File: src/rtl/i2s_tx_unit_pkg.sv
// ----------------------------------------------------------------------------
// i2s_tx_unit_pkg
// Shared constants, types and helpers for the I2S transmit unit.
//   AUDIO_BITS      : sample width per channel (1..32)
//   I2S_FRAME_BITS  : bits per I2S frame (two slots)
//   I2S_SLOT_BITS   : bits per channel slot
//   FIFO_WIDTH      : width of one stored stereo pair {left, right}
//   i2s_state_t     : transmitter FSM states
//   make_frame()    : builds the 64-bit frame image from a stereo pair
// ----------------------------------------------------------------------------
package i2s_tx_unit_pkg;

    localparam int AUDIO_BITS     = 24;
    localparam int I2S_FRAME_BITS = 64;
    localparam int I2S_SLOT_BITS  = 32;
    localparam int FIFO_WIDTH     = 2 * AUDIO_BITS;

    typedef enum logic [1:0] {
        I2S_STOP,
        I2S_RUN,
        I2S_STOPPING
    } i2s_state_t;

    typedef logic [AUDIO_BITS-1:0] sample_t;

    // Each sample is MSB-aligned in its 32-bit slot and padded with zeros, so
    // shifting the frame out MSB first yields left slot then right slot.
    function automatic logic [I2S_FRAME_BITS-1:0] make_frame(input logic [FIFO_WIDTH-1:0] pair);
        logic [I2S_SLOT_BITS-1:0] left_slot;
        logic [I2S_SLOT_BITS-1:0] right_slot;
        left_slot  = I2S_SLOT_BITS'(pair[FIFO_WIDTH-1 -: AUDIO_BITS]) << (I2S_SLOT_BITS - AUDIO_BITS);
        right_slot = I2S_SLOT_BITS'(pair[AUDIO_BITS-1:0]) << (I2S_SLOT_BITS - AUDIO_BITS);
        return {left_slot, right_slot};
    endfunction

endpackage

File: src/rtl/i2s_tx_unit_if.sv
// ----------------------------------------------------------------------------
// i2s_tx_unit_if
// Sample-pair handshake between the upstream producer and the I2S unit.
//   tick_in    : audio0_in/audio1_in valid this cycle
//   audio0_in  : left sample, two's complement
//   audio1_in  : right sample, two's complement
//   req_out    : one-cycle request for the next sample pair
// Modports: master = upstream producer, slave = I2S transmit unit.
// ----------------------------------------------------------------------------
interface i2s_tx_unit_if;
    import i2s_tx_unit_pkg::*;

    logic    tick_in;
    sample_t audio0_in;
    sample_t audio1_in;
    logic    req_out;

    modport master (output tick_in, output audio0_in, output audio1_in, input req_out);
    modport slave  (input tick_in, input audio0_in, input audio1_in, output req_out);

endinterface

File: src/rtl/i2s_tx_unit_fifo.sv
// ----------------------------------------------------------------------------
// i2s_tx_unit_fifo
// Two-entry FIFO of stereo pairs. Entry 0 is always the head.
//   clk, rst_n  : clock, asynchronous active-low reset
//   push        : write push_data (accepted when not full, or when popping)
//   pop         : discard head (ignored when empty)
//   flush       : empty the FIFO; a simultaneous push is discarded
//   push_data   : {left, right} pair to store
//   head_data   : current head pair
//   full, empty : occupancy flags
// ----------------------------------------------------------------------------
module i2s_tx_unit_fifo
    import i2s_tx_unit_pkg::*;
(
    input  logic                  clk,
    input  logic                  rst_n,
    input  logic                  push,
    input  logic                  pop,
    input  logic                  flush,
    input  logic [FIFO_WIDTH-1:0] push_data,
    output logic [FIFO_WIDTH-1:0] head_data,
    output logic                  full,
    output logic                  empty
);

    logic [FIFO_WIDTH-1:0] mem_q [2];
    logic [FIFO_WIDTH-1:0] mem_d [2];
    logic [1:0]            count_q;
    logic [1:0]            count_d;
    logic                  pop_ok;
    logic                  push_ok;
    logic [1:0]            fill_after_pop;

    // Pop is applied before push, so a full FIFO can accept a push in the
    // same cycle it pops.
    always_comb begin
        mem_d          = mem_q;
        count_d        = count_q;
        pop_ok         = pop && (count_q != 2'd0);
        push_ok        = push && ((count_q != 2'd2) || pop_ok);
        fill_after_pop = count_q - {1'b0, pop_ok};
        if (flush) begin
            count_d = 2'd0;
        end else begin
            if (pop_ok) begin
                mem_d[0] = mem_q[1];
            end
            if (push_ok) begin
                mem_d[fill_after_pop[0]] = push_data;
            end
            count_d = fill_after_pop + {1'b0, push_ok};
        end
    end

    always_ff @(posedge clk or negedge rst_n) begin
        if (!rst_n) begin
            mem_q[0] <= '0;
            mem_q[1] <= '0;
            count_q  <= 2'd0;
        end else begin
            mem_q    <= mem_d;
            count_q  <= count_d;
        end
    end

    assign head_data = mem_q[0];
    assign full      = (count_q == 2'd2);
    assign empty     = (count_q == 2'd0);

endmodule

File: src/rtl/i2s_tx_unit.sv
// ----------------------------------------------------------------------------
// i2s_tx_unit
// Buffers stereo samples in a 2-entry FIFO and serialises them as a Philips
// I2S stream with a 64-bit frame (two 32-bit slots).
//   clk, rst_n    : clock, asynchronous active-low reset
//   play_in       : 1 = stream, 0 = stop after the current frame
//   up (slave)    : tick_in/audio0_in/audio1_in in, req_out pulse out
//   overrun_out   : pulse, a tick was dropped because the FIFO was full
//   underrun_out  : pulse, a frame was loaded with zeros (FIFO empty)
//   sck_out       : I2S bit clock
//   ws_out        : I2S word select (0 = left, 1 = right)
//   sdo_out       : I2S serial data, MSB first
// Parameter HALF_PER: clk cycles per sck half-period (>= 1).
// ----------------------------------------------------------------------------
module i2s_tx_unit
    import i2s_tx_unit_pkg::*;
#(
    parameter int HALF_PER = 2
)
(
    input  logic            clk,
    input  logic            rst_n,
    input  logic            play_in,
    i2s_tx_unit_if.slave    up,
    output logic            overrun_out,
    output logic            underrun_out,
    output logic            sck_out,
    output logic            ws_out,
    output logic            sdo_out
);

    localparam int               DIV_W    = $clog2(2 * HALF_PER);
    localparam logic [DIV_W-1:0] DIV_LAST = DIV_W'(2 * HALF_PER - 1);
    localparam logic [DIV_W-1:0] SCK_HIGH = DIV_W'(HALF_PER);
    localparam logic [5:0]       LAST_BIT = 6'(I2S_FRAME_BITS - 1);
    localparam logic [5:0]       WS_FIRST = 6'(I2S_SLOT_BITS - 1);
    localparam logic [5:0]       WS_LAST  = 6'(I2S_FRAME_BITS - 2);

    i2s_state_t                state_q, state_d;
    logic [DIV_W-1:0]          div_q, div_d;
    logic [5:0]                bit_cnt_q, bit_cnt_d;
    logic [I2S_FRAME_BITS-1:0] shreg_q, shreg_d;
    logic                      ws_q, ws_d;
    logic                      sck_q, sck_d;
    logic                      req_q, req_d;
    logic                      underrun_q, underrun_d;
    logic                      overrun_q, overrun_d;

    logic                      bit_end;
    logic                      frame_end;
    logic                      load;
    logic                      stop_now;
    logic                      running_next;
    logic                      fifo_pop;
    logic                      fifo_flush;
    logic                      fifo_full;
    logic                      fifo_empty;
    logic [FIFO_WIDTH-1:0]     fifo_head;

    i2s_tx_unit_fifo u_fifo (
        .clk       (clk),
        .rst_n     (rst_n),
        .push      (up.tick_in),
        .pop       (fifo_pop),
        .flush     (fifo_flush),
        .push_data ({up.audio0_in, up.audio1_in}),
        .head_data (fifo_head),
        .full      (fifo_full),
        .empty     (fifo_empty)
    );

    // The next-state logic decides at each clock whether a new frame is
    // loaded or the stream stops. A frame ending in RUN with play_in low
    // stops directly, since the frame that was current has just completed.
    // All I2S outputs are computed from the next position and registered so
    // ws/sdo move exactly on the edge where sck falls.
    always_comb begin
        state_d    = state_q;
        div_d      = div_q;
        bit_cnt_d  = bit_cnt_q;
        shreg_d    = shreg_q;
        req_d      = 1'b0;
        underrun_d = 1'b0;
        load       = 1'b0;
        stop_now   = 1'b0;
        fifo_pop   = 1'b0;
        fifo_flush = 1'b0;
        bit_end    = (div_q == DIV_LAST);
        frame_end  = bit_end && (bit_cnt_q == LAST_BIT);

        unique case (state_q)
            I2S_STOP: begin
                if (play_in) begin
                    state_d = I2S_RUN;
                    load    = 1'b1;
                end
            end
            I2S_RUN: begin
                if (frame_end) begin
                    if (play_in) begin
                        load = 1'b1;
                    end else begin
                        state_d  = I2S_STOP;
                        stop_now = 1'b1;
                    end
                end else if (!play_in) begin
                    state_d = I2S_STOPPING;
                end
            end
            I2S_STOPPING: begin
                if (frame_end) begin
                    if (play_in) begin
                        state_d = I2S_RUN;
                        load    = 1'b1;
                    end else begin
                        state_d  = I2S_STOP;
                        stop_now = 1'b1;
                    end
                end
            end
            default: begin
                state_d  = I2S_STOP;
                stop_now = 1'b1;
            end
        endcase

        if (load) begin
            fifo_pop   = 1'b1;
            req_d      = 1'b1;
            underrun_d = fifo_empty;
            shreg_d    = fifo_empty ? '0 : make_frame(fifo_head);
            div_d      = '0;
            bit_cnt_d  = '0;
        end else if (stop_now) begin
            fifo_flush = 1'b1;
            shreg_d    = '0;
            div_d      = '0;
            bit_cnt_d  = '0;
        end else if (state_q != I2S_STOP) begin
            if (bit_end) begin
                div_d     = '0;
                bit_cnt_d = bit_cnt_q + 6'd1;
                shreg_d   = {shreg_q[I2S_FRAME_BITS-2:0], 1'b0};
            end else begin
                div_d     = div_q + 1'b1;
            end
        end

        running_next = (state_d != I2S_STOP);
        ws_d         = running_next && (bit_cnt_d >= WS_FIRST) && (bit_cnt_d <= WS_LAST);
        sck_d        = running_next && (div_d >= SCK_HIGH);
        overrun_d    = up.tick_in && fifo_full && !fifo_pop;
    end

    always_ff @(posedge clk or negedge rst_n) begin
        if (!rst_n) begin
            state_q    <= I2S_STOP;
            div_q      <= '0;
            bit_cnt_q  <= '0;
            shreg_q    <= '0;
            ws_q       <= 1'b0;
            sck_q      <= 1'b0;
            req_q      <= 1'b0;
            underrun_q <= 1'b0;
            overrun_q  <= 1'b0;
        end else begin
            state_q    <= state_d;
            div_q      <= div_d;
            bit_cnt_q  <= bit_cnt_d;
            shreg_q    <= shreg_d;
            ws_q       <= ws_d;
            sck_q      <= sck_d;
            req_q      <= req_d;
            underrun_q <= underrun_d;
            overrun_q  <= overrun_d;
        end
    end

    assign up.req_out   = req_q;
    assign overrun_out  = overrun_q;
    assign underrun_out = underrun_q;
    assign sck_out      = sck_q;
    assign ws_out       = ws_q;
    assign sdo_out      = shreg_q[I2S_FRAME_BITS-1];

endmodule

File: src/flat_wrapper.sv
// flat-port wrapper written by rule: the top's interface ports become plain ports
module i2s_tx_unit_flat import i2s_tx_unit_pkg::*;
#(
    parameter int HALF_PER = 2
)
  (clk, rst_n, play_in, overrun_out, underrun_out, sck_out, ws_out, sdo_out, up_tick_in, up_audio0_in, up_audio1_in, up_req_out);
  i2s_tx_unit_if up_i ();
  input  logic clk;
  input  logic rst_n;
  input  logic play_in;
  output logic overrun_out;
  output logic underrun_out;
  output logic sck_out;
  output logic ws_out;
  output logic sdo_out;
  input wire logic [$bits(up_i.tick_in)-1:0] up_tick_in;
  input wire logic [$bits(up_i.audio0_in)-1:0] up_audio0_in;
  input wire logic [$bits(up_i.audio1_in)-1:0] up_audio1_in;
  output wire logic [$bits(up_i.req_out)-1:0] up_req_out;
  assign up_i.tick_in = up_tick_in;
  assign up_i.audio0_in = up_audio0_in;
  assign up_i.audio1_in = up_audio1_in;
  assign up_req_out = up_i.req_out;
  i2s_tx_unit #(.HALF_PER(HALF_PER)) u_core (.clk(clk), .rst_n(rst_n), .play_in(play_in), .up(up_i), .overrun_out(overrun_out), .underrun_out(underrun_out), .sck_out(sck_out), .ws_out(ws_out), .sdo_out(sdo_out));
endmodule
File: config.mk
export PLATFORM = sky130hd
export DESIGN_NAME = i2s_tx_unit_flat
export DESIGN_NICKNAME = d
export VERILOG_FILES = /design/src/rtl/i2s_tx_unit_pkg.sv /design/src/rtl/i2s_tx_unit_if.sv /design/src/rtl/i2s_tx_unit_fifo.sv /design/src/rtl/i2s_tx_unit.sv /design/src/flat_wrapper.sv
export SDC_FILE = /design/constraint.sdc
export NUM_CORES = 1
export LEC_CHECK = 0
export ABC_AREA = 1
export CAP_MARGIN = 20
export CORE_ASPECT_RATIO = 1.5
export CORE_MARGIN = 2
export CORE_UTILIZATION = 35
export DETAILED_ROUTE_END_ITERATION = 12
export PLACE_DENSITY = 0.62
export SYNTH_ARGS = -nofsm -noshare
export SYNTH_HDL_FRONTEND = slang
export SYNTH_SLANG_ARGS = --single-unit
File: constraint.sdc
create_clock -name clk -period 3.8 [get_ports clk]
set_input_delay 0.57 -clock clk [delete_from_list [all_inputs] [get_ports clk]]
set_output_delay 0.57 -clock clk [all_outputs]
set_load 0.01 [all_outputs]
Yosys cells after proc, flatten, opt, wreduce, memory -nomap -nowiden
Index checks and enable logic that the tools add are counted.
Storage, ports and cells
  input bits: 52
  flip-flop bits (word level): 177
  output and inout bits: 6
Operators by class
  reductions and logical operators: 21
  $lt $le $gt $ge: 5
  eq/ne operators: 6
  bitwise operators: 2
  multiplexer cells: 37
  $add $sub $neg: 4
Operators by type and width (count)
  $mux W64: 5
  $mux W48: 3
  $bwmux W96: 1
  $mux W96: 1
  $demux W48 S1: 1
  $mux W6: 4
  $mux W2: 10
  $logic_and A1 B1 Y1: 9
  $mux W1: 9
  $add A6 B1 Y6 const B: 1
  $eq A2 B2 Y1 const B: 3
  $eq A6 B6 Y1 const B: 1
  $ge A6 B5 Y1 const B: 1
  $le A6 B6 Y1 const B: 1
  $pmux W2 S3: 1
  $reduce_bool A2 Y1: 3
  $reduce_bool A3 Y1: 2
  $ge A2 B2 Y1 const B: 2
  $logic_not A2 Y1: 2
  $pmux W1 S2: 2
  $reduce_and A2 Y1: 2
  $add A2 B1 Y2: 1
  $add A2 B1 Y2 const B: 1
  $eq A2 B1 Y1 const B: 1
  8 further kinds: 8

Logic depth before layout (Yosys ltp)
Gate-level depths: netlist of the first run.
  word-level depth: 14
  gate-level depth with buffers: 16
  gate-level depth less buffers: 13

Cells and area by module
From an unflattened synthesis of the first run, not the netlist that was laid out.
Second synthesis, totals
  cells, all modules: 1251
  area total of the unflattened synthesis: 9206.3 um^2
Modules (own cells, without submodules)
  i2s_tx_unit_fifo: sequential area each 2452.4 um^2, instances 1, area each 5237.5 um^2, cells an instance 697
  i2s_tx_unit: sequential area each 1776.7 um^2, instances 1, area each 3968.8 um^2, cells an instance 554

Least setup slack after synthesis of the first run
No wires, ideal clock.
  kind: flip-flop to flip-flop
  start: register u_core.state_q[1]
  end: register u_core.u_fifo.mem_q (netlist bit u_core.u_fifo.head_data[17])
  setup time: 0.118 ns
  path buffers: 3
  slack: 1.206 ns
  arrival time: 2.476 ns
  data required time: 3.682 ns
  cell stages (with the launch flop): 16
  path through: dfrtp_1 -> inv_1 -> ha_1 -> nand2_1 -> inv_1 -> nand3_2 -> nand2_4 -> nand3_2 -> inv_1 -> buf_2 -> ha_1 -> clkbuf_1 -> clkbuf_1 -> nand4_1 -> nand3_1 -> nand2_1
On the way
  longest elaborated chain between the ends: 13
  elaborated cells between the ends (all ways): 23
  those cells by class: 1 x add/sub; 2 x order compare; 2 x eq/ne; 11 x mux; 1 x bitwise; 6 x reduce/logical
Ends and longest elaborated chain
  start, declared: line i2s_tx_unit.sv:39  | i2s_state_t state_q, state_d;
  start signal, assigned: line i2s_tx_unit.sv:167  | state_q <= state_d;
  $eq A2 B1 Y1 or $eq A2 B2 Y1 (tied branches): line i2s_tx_unit.sv:91  | unique case (state_q)
  $reduce_or A2 Y1 (no line)
  $pmux W1 S2: line i2s_tx_unit.sv:91
  $mux W1: line i2s_tx_unit.sv:127  | if (load) begin
  $logic_and A1 B1 Y1: line i2s_tx_unit_fifo.sv:39  | pop_ok = pop && (count_q != 2'd0);
  $sub A2 B1 Y2: line i2s_tx_unit_fifo.sv:41  | fill_after_pop = count_q - {1'b0, pop_ok};
  $not A1 Y2 (implied by the code): line i2s_tx_unit_fifo.sv:49  | mem_d[fill_after_pop[0]] = push_data;
  $ge A2 B2 Y1 (implied by the code) or $lt A2 B1 Y1 (tied branches): line i2s_tx_unit_fifo.sv:49
  $logic_and A1 B1 Y1 (implied by the code): line i2s_tx_unit_fifo.sv:49
  $mux W48 (implied by the code): line i2s_tx_unit_fifo.sv:49
  $demux W48 S1: line i2s_tx_unit_fifo.sv:49
  $bwmux W96: line i2s_tx_unit_fifo.sv:49
  $mux W96: line i2s_tx_unit_fifo.sv:48  | if (push_ok) begin
  end signal, assigned: line i2s_tx_unit_fifo.sv:61  | mem_q <= mem_d;
  end, declared: line i2s_tx_unit_fifo.sv:26  | logic [FIFO_WIDTH-1:0] mem_q [2];
Parallel ways exist; a longest one is shown, timed or not. The select of a mux whose other input is x is not followed.
A chain may end at the register's enable or synchronous reset.

==> flow_metrics.py, run 1 <==
metrics = {
    "pwr": {
        "max-vdd-ir-drop_uv": 590,
        "p_leak_nw": 5.12,
        "p_seq_share_pct": 34.1,
        "intPower_w": 0.00533,
        "powerDensity_mw_per_mm2": 926,
        "power.switching_w": 0.00408,
        "total_power_w": 0.00941,
        "power_switching_share_pct": 43.4,
        "combinationalPowerShare_pct": 46.1,
        "clkPwrFrac_pct": 19.8,
    },
    "layout": {
        "finalNonFillerCells": 1516,
        "n_antenna_cell": 0,
        "drive_gt1_share_pct": 5.45,
        "area_growth_pct": 16.2,
        "nets": 1241,
    },
    "route": {
        "vias": 7590,
        "drt_wl_total_um": 22200,
        "drt_first_pass_iters": 5,
        "via_per_inst": 5.01,
        "postRouteAntennaNets": 0,
        "route.detailed.wl_per_inst_um": 14.6,
        "drc": 0,
        "drtIter0Drc": 564,
    },
    "worst_setup_path": {
        "cp.buffers_inverters": 5,
        "crit_path_end_kind": "register",
        "cp-start-kind": "register",
        "worstPathArrival_ns": 2.91,
        "path_delay_family": "buffers and inverters",
        "critical_path_class": "register to register",
        "worst_r2r_startpoint": "u_core.state_q[0]",
        "ff2ff_setup_slack_ns": 1.17,
        "cp-startpoint": "u_core.state_q[0]",
        "critical_path_depth": 13,
        "r2r_cells": 13,
        "worstPathMaxFanout": 58,
        "slowest_delay_ns": 0.45,
        "path_common_cell": "inv_1",
        "path_cells": "inv_1, ha_1, nand2_1, inv_1, nand3_2, nand2_4, nand3_2, inv_1, ha_1, inv_1, nand3_4, buf_4, o21ai_0",
        "cp_data_required_time_ns": 4.08,
        "cpMaxStageDelayCell": "buf_4",
    },
    "clock_tree": {
        "cts_tree": "yes",
        "cts_hold_buffers": 0,
        "cts_made_buffers": 17,
        "cts_max_level": 4,
        "path_clk_slew_ns": 0.07,
        "cts_root_buf": "clkbuf_16",
        "postCtsResizedCells": 0,
        "cts.sinks": 169,
        "cts_buffer_depth": 2,
        "postCtsSetupBuffers": 0,
        "clock_latency_ns": 0.43,
    },
    "global_route": {
        "grt_pass1_vias": 7497,
        "grt.total_usage_pct": 17.9,
        "grt.overflow.total": 0,
        "grt_max_degree": 95,
        "antenna_found_initial": 0,
        "grt_first_pass_wirelength_um": 38200,
    },
    "place": {
        "dp_hpwl_um": 12800,
        "io_buffers": 57,
        "gp_congestion": 0.769,
        "place_inst": 1486,
    },
    "logic_synthesis": {
        "synth_ff_type": "dfrtp_1",
        "synth_area_mm2": 0.00875,
        "netlist_instances": 1165,
        "synth_fp_nets": 1225,
        "synth.area.top_cells": "dfrtp_1, nand2_1, nand4_1",
        "synth_edf_count": 0,
        "async_flop_share_pct": 100,
        "synth_top_cell_area_share_pct": 48.3,
        "netlist_top_cells_count": "nand2_1, dfrtp_1, inv_1, nand4_1, nor2_1",
        "ys_seq_area_share_pct": 48.3,
        "ys_types": 30,
        "syn_area_per_cell_um2": 7.51,
        "yosysTopAreaCell": "dfrtp_1",
        "synth_most_common_cell": "nand2_1",
        "ys_ff_latch": 169,
        "ys_warn_count": 0,
    },
    "floorplan": {
        "chipHeight_um": 198,
        "core_area_mm2": 0.0245,
        "io_pins": 58,
        "rows": 70,
        "start_util_pct": 35.7,
        "fp.dieW_um": 133,
        "die_area_mm2": 0.0263,
    },
    "timing": {
        "fin_skew_ns": 0.00876,
        "holdWs_ns": 0.0719,
        "final-setup-viol-count": 0,
        "period_minus_slack_ns": 2.63,
        "slew_viol_final": 0,
        "max_clock_freq_mhz": 380,
        "finalCritPeriodShare_pct": 69.3,
        "slew-limit-headroom_pct": 54.6,
        "setup-tns-final_ns": 0,
        "worst_pin_slew_ns": 0.682,
        "hold_violations": 0,
        "rsz0062_at_grt": "no",
    },
    "job": {
        "cap_violations": 0,
    },
    "min_path": {
        "hp-class": "primary input to asynchronous set/reset pin",
    },
    "run_status": {
        "status": "finished clean",
    },
}
layout make-up:
type / instances / area [um^2]
Fill cell: 2519 / 14400
Tap cell: 324 / 405
Inverter: 124 / 465
Sequential cell: 169 / 4230
Clock buffer: 21 / 450
Clock inverter: 9 / 173
Multi-Input combinational cell: 789 / 3660
Timing Repair Buffer: 80 / 777
layer usage:
| layer | vias to the layer above | part of all wire (%) | GRT usage (%) | wire [um] |
|---|---|---|---|---|
| li1 | 3784 | - | - | - |
| met1 | 3620 | 46 | 23.5 | 10200 |
| met3 | 19 | 3.8 | 2.85 | 853 |
| met5 | - | 0 | 0 | 0 |
| met4 | 0 | 1.2 | 5.79 | 257 |
| met2 | 167 | 49 | 30.4 | 10900 |
cell usage in the layout, fill, tap and decap left out, drive strengths merged:
cell type      instances
a21oi                  6
a31oi                 47
and2                   1
buf                   25
bufinv                 5
clkbuf                21
clkdlybuf4s50         55
clkinv                 5
clkinvlp               1
dfrtp                169
ha                     8
inv                  122
nand2                436
nand3                 67
nand3b                 1
nand4                 97
nor2                  68
nor3                   1
o211ai                 1
o21ai                 50
o21bai                 1
or2                    1
xnor2                  1
xor2                   3
worst min path at each step:
| stage | cells past startpoint | endpoint | start |
|---|---|---|---|
| after CTS | 1 | u_core.state_q[0] | rst_n |
| after floorplan | 0 | asynchronous set/reset pin | rst_n |
| after global placement | 2 | u_core.shreg_q[8] | u_core.shreg_q[8] |
| final | 1 | asynchronous set/reset pin | rst_n |
| after detailed placement | 2 | u_core.shreg_q[34] | u_core.shreg_q[34] |
| after global routing | 1 | asynchronous set/reset pin | rst_n |
per-stage QoR:
step | area [um^2] | util [%] | worst slack, ns
2_1_floorplan | 8750 | - | 1.21
3_3_place_gp | 9540 | 38.9 | 1.08
3_5_place_dp | 9540 | 38.9 | 1.01
4_1_cts | 10200 | 41.4 | 1.19
5_1_grt | 10200 | 41.4 | 0.943
6_report | 10200 | 41.4 | 1.17
power groups by stage:
stage | clock [W] | sequential (W) | combinational [W]
2_1_floorplan | 0 | 0.00310 | 0.00335
3_3_place_gp | 0 | 0.00320 | 0.00421
3_5_place_dp | 0 | 0.00322 | 0.00435
4_1_cts | 0.00190 | 0.00320 | 0.00437
5_1_grt | 0.00198 | 0.00332 | 0.00500
6_report | 0.00187 | 0.00321 | 0.00433
kinds of logic (layout without fill, tap and decap cells):
kind of cell	count (synthesis)	after routing	synth area share, %
XOR/XNOR	4	4	0.400
adder cells (fa/ha/maj)	8	8	1.14
flip-flops	169	169	48.3
AND/OR/NAND/NOR	672	672	33.1
AO/OA/AOI/OAI	105	105	6.86
buffers and inverters	207	234	10.1
Power figures use the tool's default switching activity.
==> inputs of run 2 (changes only) <==
--- a/config.mk
+++ b/config.mk
@@ -11,7 +11,7 @@
 export CORE_MARGIN = 2
 export CORE_UTILIZATION = 35
 export DETAILED_ROUTE_END_ITERATION = 12
-export PLACE_DENSITY = 0.62
+export PLACE_DENSITY = 0.64
 export SYNTH_ARGS = -nofsm -noshare
 export SYNTH_HDL_FRONTEND = slang
 export SYNTH_SLANG_ARGS = --single-unit
==> constraint.sdc (replaced) <==
create_clock -name clk -period 2.4 [get_ports clk]
set_input_delay 0.36 -clock clk [delete_from_list [all_inputs] [get_ports clk]]
set_output_delay 0.36 -clock clk [all_outputs]
set_load 0.01 [all_outputs]
==> flow_metrics.py, run 2 (same netlist as run 1, synthesis figures left out) <==
metrics = {
    "run_status": {
        "status": "finished clean",
    },
    "floorplan": {
        "io_pins": 58,
        "rows": 70,
        "die_area_mm2": 0.0263,
        "core_area_mm2": 0.0245,
        "fp.dieW_um": 133,
        "chipHeight_um": 198,
        "start_util_pct": 35.7,
    },
    "worst_setup_path": {
        "crit_path_end_kind": "register",
        "worstPathMaxFanout": 17,
        "cp_data_required_time_ns": 2.70,
        "critical_path_class": "register to register",
        "worstPathArrival_ns": 2.53,
        "ff2ff_setup_slack_ns": 0.17,
        "cp-start-kind": "register",
        "worst_r2r_startpoint": "u_core.state_q[0]",
        "r2r_cells": 15,
    },
    "global_route": {
        "grt.total_usage_pct": 17.3,
        "grt_first_pass_wirelength_um": 36900,
        "grt.overflow.total": 0,
        "grt_pass1_vias": 7467,
        "antenna_found_initial": 0,
        "grt_max_degree": 61,
    },
    "route": {
        "drt_wl_total_um": 22400,
        "drt_first_pass_iters": 7,
        "drc": 0,
        "route.detailed.wl_per_inst_um": 14.6,
        "drtIter0Drc": 544,
        "vias": 7651,
        "via_per_inst": 4.97,
        "postRouteAntennaNets": 0,
    },
    "timing": {
        "finalCritPeriodShare_pct": 92.9,
        "holdWs_ns": 0.470,
        "max_clock_freq_mhz": 449,
        "slew-limit-headroom_pct": 58.7,
        "period_minus_slack_ns": 2.23,
        "fin_skew_ns": 0.00811,
        "final-setup-viol-count": 0,
        "slew_viol_final": 0,
        "setup-tns-final_ns": 0,
        "hold_violations": 0,
        "rsz0062_at_grt": "no",
        "worst_pin_slew_ns": 0.619,
    },
    "pwr": {
        "max-vdd-ir-drop_uv": 705,
        "powerDensity_mw_per_mm2": 1450,
        "p_leak_nw": 5.29,
    },
    "layout": {
        "final_common_cell": "nand2_1",
        "utilization_pct": 42.8,
        "n_antenna_cell": 0,
        "nets": 1264,
        "final_cell_mix": "nand2_1, dfrtp_1, inv_1",
        "drive_gt1_share_pct": 7.32,
        "design_area_mm2": 0.0105,
        "area_growth_pct": 20.0,
    },
    "clock_tree": {
        "clock_latency_ns": 0.43,
        "cts_root_buf": "clkbuf_16",
        "path_clk_slew_ns": 0.07,
        "cts_tree": "yes",
        "cts_made_buffers": 17,
        "cts_max_level": 4,
        "cts_buffer_depth": 2,
        "cts.sinks": 169,
    },
    "place": {
        "gp_congestion": 0.768,
        "placed_cell_area_mm2": 0.00977,
        "io_buffers": 57,
        "dp_hpwl_um": 13500,
    },
    "min_path": {
        "hp-class": "primary input to asynchronous set/reset pin",
    },
    "job": {
        "cap_violations": 0,
    },
}
-- run 2: changes by cell type in the layout (fill, tap and decap cells not counted), sizes merged --
cell         previous run  this run
buf                    25        43
clkbuf                 21        29
bufinv                  5         1
clkinv                  5         6
dlygate4sd3             0         1
-- run 2: worst max-delay path by stage --
stage                           start                           to  cells past startpoint
finish              u_core.state_q[0]                     register                     15
global route        u_core.state_q[0]                     register                     15
CTS                 u_core.state_q[0]  u_core.u_fifo.head_data[10]                     13
detailed placement            play_in                     register                     13
global placement              play_in                     register                     13
floorplan           u_core.state_q[1]  u_core.u_fifo.head_data[10]                     15
-- run 2: area by class of cell --
class,instances,area (um^2)
timing repair buffer,103,1160
clock inverter,6,65.1
clock buffer,25,495
multi-input combinational,789,3680
inverter,124,465
sequential,169,4230
tap,324,405
fill,2537,14000
-- run 2: through the flow --
step | setup WS, ns | cells | power (W)
floorplan | 0.00223 | 1165 | 0.0102
detailed placement | -0.0232 | 1502 | 0.0123
global placement | 0.0320 | 1502 | 0.0121
global route | 0.000837 | 1540 | 0.0165
finish | 0.171 | 1540 | 0.0152
CTS | 0.0951 | 1534 | 0.0150
-- run 2: layer usage --
metal | global-route usage (%) | wire (um) | vias up
met1 | 21.2 | 9760 | 3607
met2 | 30.1 | 11300 | 171
met3 | 3.28 | 832 | 34
li1 | - | - | 3839
met4 | 6.97 | 531 | 0
met5 | 0 | 0 | -
-- run 2: worst max-delay path, stage by stage (launching register included) --
cell and delay (ns):
dfrtp_1 0.35, inv_1 0.08, ha_1 0.32, nand2_1 0.06, inv_1 0.06, nand3_2 0.10, nand2_4 0.10, nand3_2 0.07
inv_1 0.11, ha_4 0.23, inv_2 0.08, nand3_4 0.08, buf_12 0.17, buf_12 0.15, nand2_1 0.05, o21ai_0 0.08
-- run 2: where the power goes --
part           internal [W]  switching (W)  total, W  leakage (nW)
registers           0.00426       0.000833   0.00509          2.08
clock network       0.00153        0.00110   0.00264         0.273
logic               0.00283        0.00465   0.00748          2.94
-- run 2: what timing repair did --
action,CTS,global route
endpoints found under the setup margin,0,82
hold buffers,1,0
gates resized for setup,0,7
endpoints found under the hold margin,56,0
buffers inserted,0,2
==> inputs of run 3 (changes only) <==
--- a/config.mk
+++ b/config.mk
@@ -11,6 +11,7 @@
 export CORE_MARGIN = 2
 export CORE_UTILIZATION = 35
 export DETAILED_ROUTE_END_ITERATION = 12
+export GPL_TIMING_DRIVEN = 0
 export PLACE_DENSITY = 0.64
 export SYNTH_ARGS = -nofsm -noshare
 export SYNTH_HDL_FRONTEND = slang
==> flow_metrics.py, run 3 (same netlist as run 1, synthesis figures left out) <==
metrics = {
    "run_status": {
        "status": "finished clean",
    },
    "clock_tree": {
        "cts_tree": "yes",
        "cts.sinks": 169,
        "cts_buffer_depth": 2,
        "clock_latency_ns": 0.43,
        "cts_root_buf": "clkbuf_16",
        "path_clk_slew_ns": 0.07,
        "cts_made_buffers": 17,
        "cts_max_level": 4,
    },
    "layout": {
        "final_common_cell": "nand2_1",
        "n_antenna_cell": 0,
        "utilization_pct": 43.5,
        "nets": 1316,
        "drive_gt1_share_pct": 10.0,
        "area_growth_pct": 21.8,
        "final_cell_mix": "nand2_1, dfrtp_1, inv_1",
    },
    "global_route": {
        "grt_util_met1_pct": 23.2,
        "grt.total_usage_pct": 19.1,
        "use_met2_pct": 33.5,
        "grt_pass1_vias": 7918,
        "grt.overflow.total": 0,
        "grt_use_met3_pct": 2.82,
        "grt.busiest_layer": "met2",
        "antenna_found_initial": 0,
        "grt_max_degree": 119,
        "grt_first_pass_wirelength_um": 40200,
    },
    "pwr": {
        "total_power_w": 0.0156,
        "powerDensity_mw_per_mm2": 1470,
        "max-vdd-ir-drop_uv": 551,
        "p_leak_nw": 5.37,
    },
    "timing": {
        "worst_pin_slew_ns": 0.633,
        "slew_viol_final": 0,
        "final-setup-viol-count": 0,
        "worst_slack_ns": 0.0872,
        "slew-limit-headroom_pct": 57.8,
        "period_minus_slack_ns": 2.31,
        "max_clock_freq_mhz": 432,
        "finalCritPeriodShare_pct": 96.4,
        "setup-tns-final_ns": 0,
        "hold_violations": 0,
        "fin_skew_ns": 0.0107,
        "rsz0062_at_grt": "yes",
    },
    "job": {
        "cap_violations": 0,
    },
    "route": {
        "drc": 0,
        "via_per_inst": 5.01,
        "drt_wl_total_um": 24000,
        "drtIter0Drc": 508,
        "drt_first_pass_iters": 5,
        "vias": 7981,
        "route.detailed.wl_per_inst_um": 15.1,
        "postRouteAntennaNets": 0,
    },
    "worst_setup_path": {
        "r2r_cells": 12,
        "cp_data_required_time_ns": 2.70,
        "cp.buffers_inverters": 5,
        "cp-start-kind": "register",
        "slowest_delay_ns": 0.38,
        "critical_path_depth": 12,
        "path_cells": "inv_2, ha_4, nand2_1, inv_1, nand3_2, nand2_4, buf_4, nand2_4, nand3_1, buf_6, buf_2, a31oi_1",
        "crit_path_end_kind": "register",
        "worstPathMaxFanout": 10,
        "path_common_cell": "nand2_4",
        "critical_path_class": "register to register",
        "path_delay_family": "buffers and inverters",
        "cpMaxStageDelayCell": "dfrtp_1",
        "worstPathArrival_ns": 2.61,
    },
    "floorplan": {
        "chipHeight_um": 198,
        "rows": 70,
        "die_area_mm2": 0.0263,
        "start_util_pct": 35.7,
        "core_area_mm2": 0.0245,
        "io_pins": 58,
        "fp.dieW_um": 133,
    },
    "place": {
        "gp_congestion": 0.820,
        "io_buffers": 57,
        "pre_cts_ws_ns": -0.679,
        "dp_hpwl_um": 16500,
    },
    "min_path": {
        "hp-class": "primary input to asynchronous set/reset pin",
    },
}
[run 3: changes by cell type in the layout (fill, tap and decap cells not counted), sizes merged]
cell	change
clkdlybuf4s50	+1
inv	+4
clkinv	+1
buf	+14
bufbuf	+1
clkbuf	+30
bufinv	+1
clkinvlp	+1
[run 3: what timing repair did]
item | in CTS | in global routing
cloned | 1 | 0
endpoints found under the setup margin | 149 | 141
setup buffers | 6 | 7
gates resized for setup | 34 | 24
hold endpoints to repair | 51 | 0
pin swaps | 2 | 2
hold buffers | 1 | 0
[run 3: routing by layer]
| layer | part of all wire [%] | wire, um |
|---|---|---|
| met1 | 42 | 10000 |
| met2 | 52 | 12500 |
| met3 | 3.6 | 874 |
| met5 | 0 | 0 |
| met4 | 2.8 | 676 |
[run 3: final timing paths]
check	slack (ns)	start	endpoint
setup reg to reg	0.09	u_core.state_q[1]	u_core.shreg_q[17]
min in group clk	0.48	u_core.shreg_q[37]	u_core.shreg_q[37]
hold / removal	0.42	rst_n	asynchronous set/reset pin
setup / recovery	0.09	u_core.state_q[1]	u_core.shreg_q[17]
max in group asynchronous	1.06	rst_n	u_core.u_fifo.head_data[13]
hold reg to reg	0.48	u_core.shreg_q[37]	u_core.shreg_q[37]
[run 3: cell type report]
type | instances | area, um^2
inverter | 124 | 477
clock buffer | 19 | 443
buffer | 82 | 512
multi-input combinational | 789 | 3710
clock inverter | 13 | 143
fill | 2527 | 13900
tap | 324 | 405
sequential | 169 | 4230
timing repair buffer | 73 | 743
[run 3: stage by stage]
step / cells / hold slack [ns] / area, um^2
CTS: 1587 / 0.428 / 10600
floorplan: 1165 / 0.0644 / 8760
finish: 1593 / 0.417 / 10700
detailed placement: 1547 / 0.296 / 9770
global placement: 1546 / 0.461 / 9740
global route: 1593 / 0.447 / 10700
[run 3: where the power goes]
group / internal, W / total, W / switching, W
sequential: 0.00426 / 0.00510 / 0.000843
clock: 0.00157 / 0.00277 / 0.00120
combinational: 0.00286 / 0.00775 / 0.00489
total: 0.00869 / 0.0156 / 0.00693
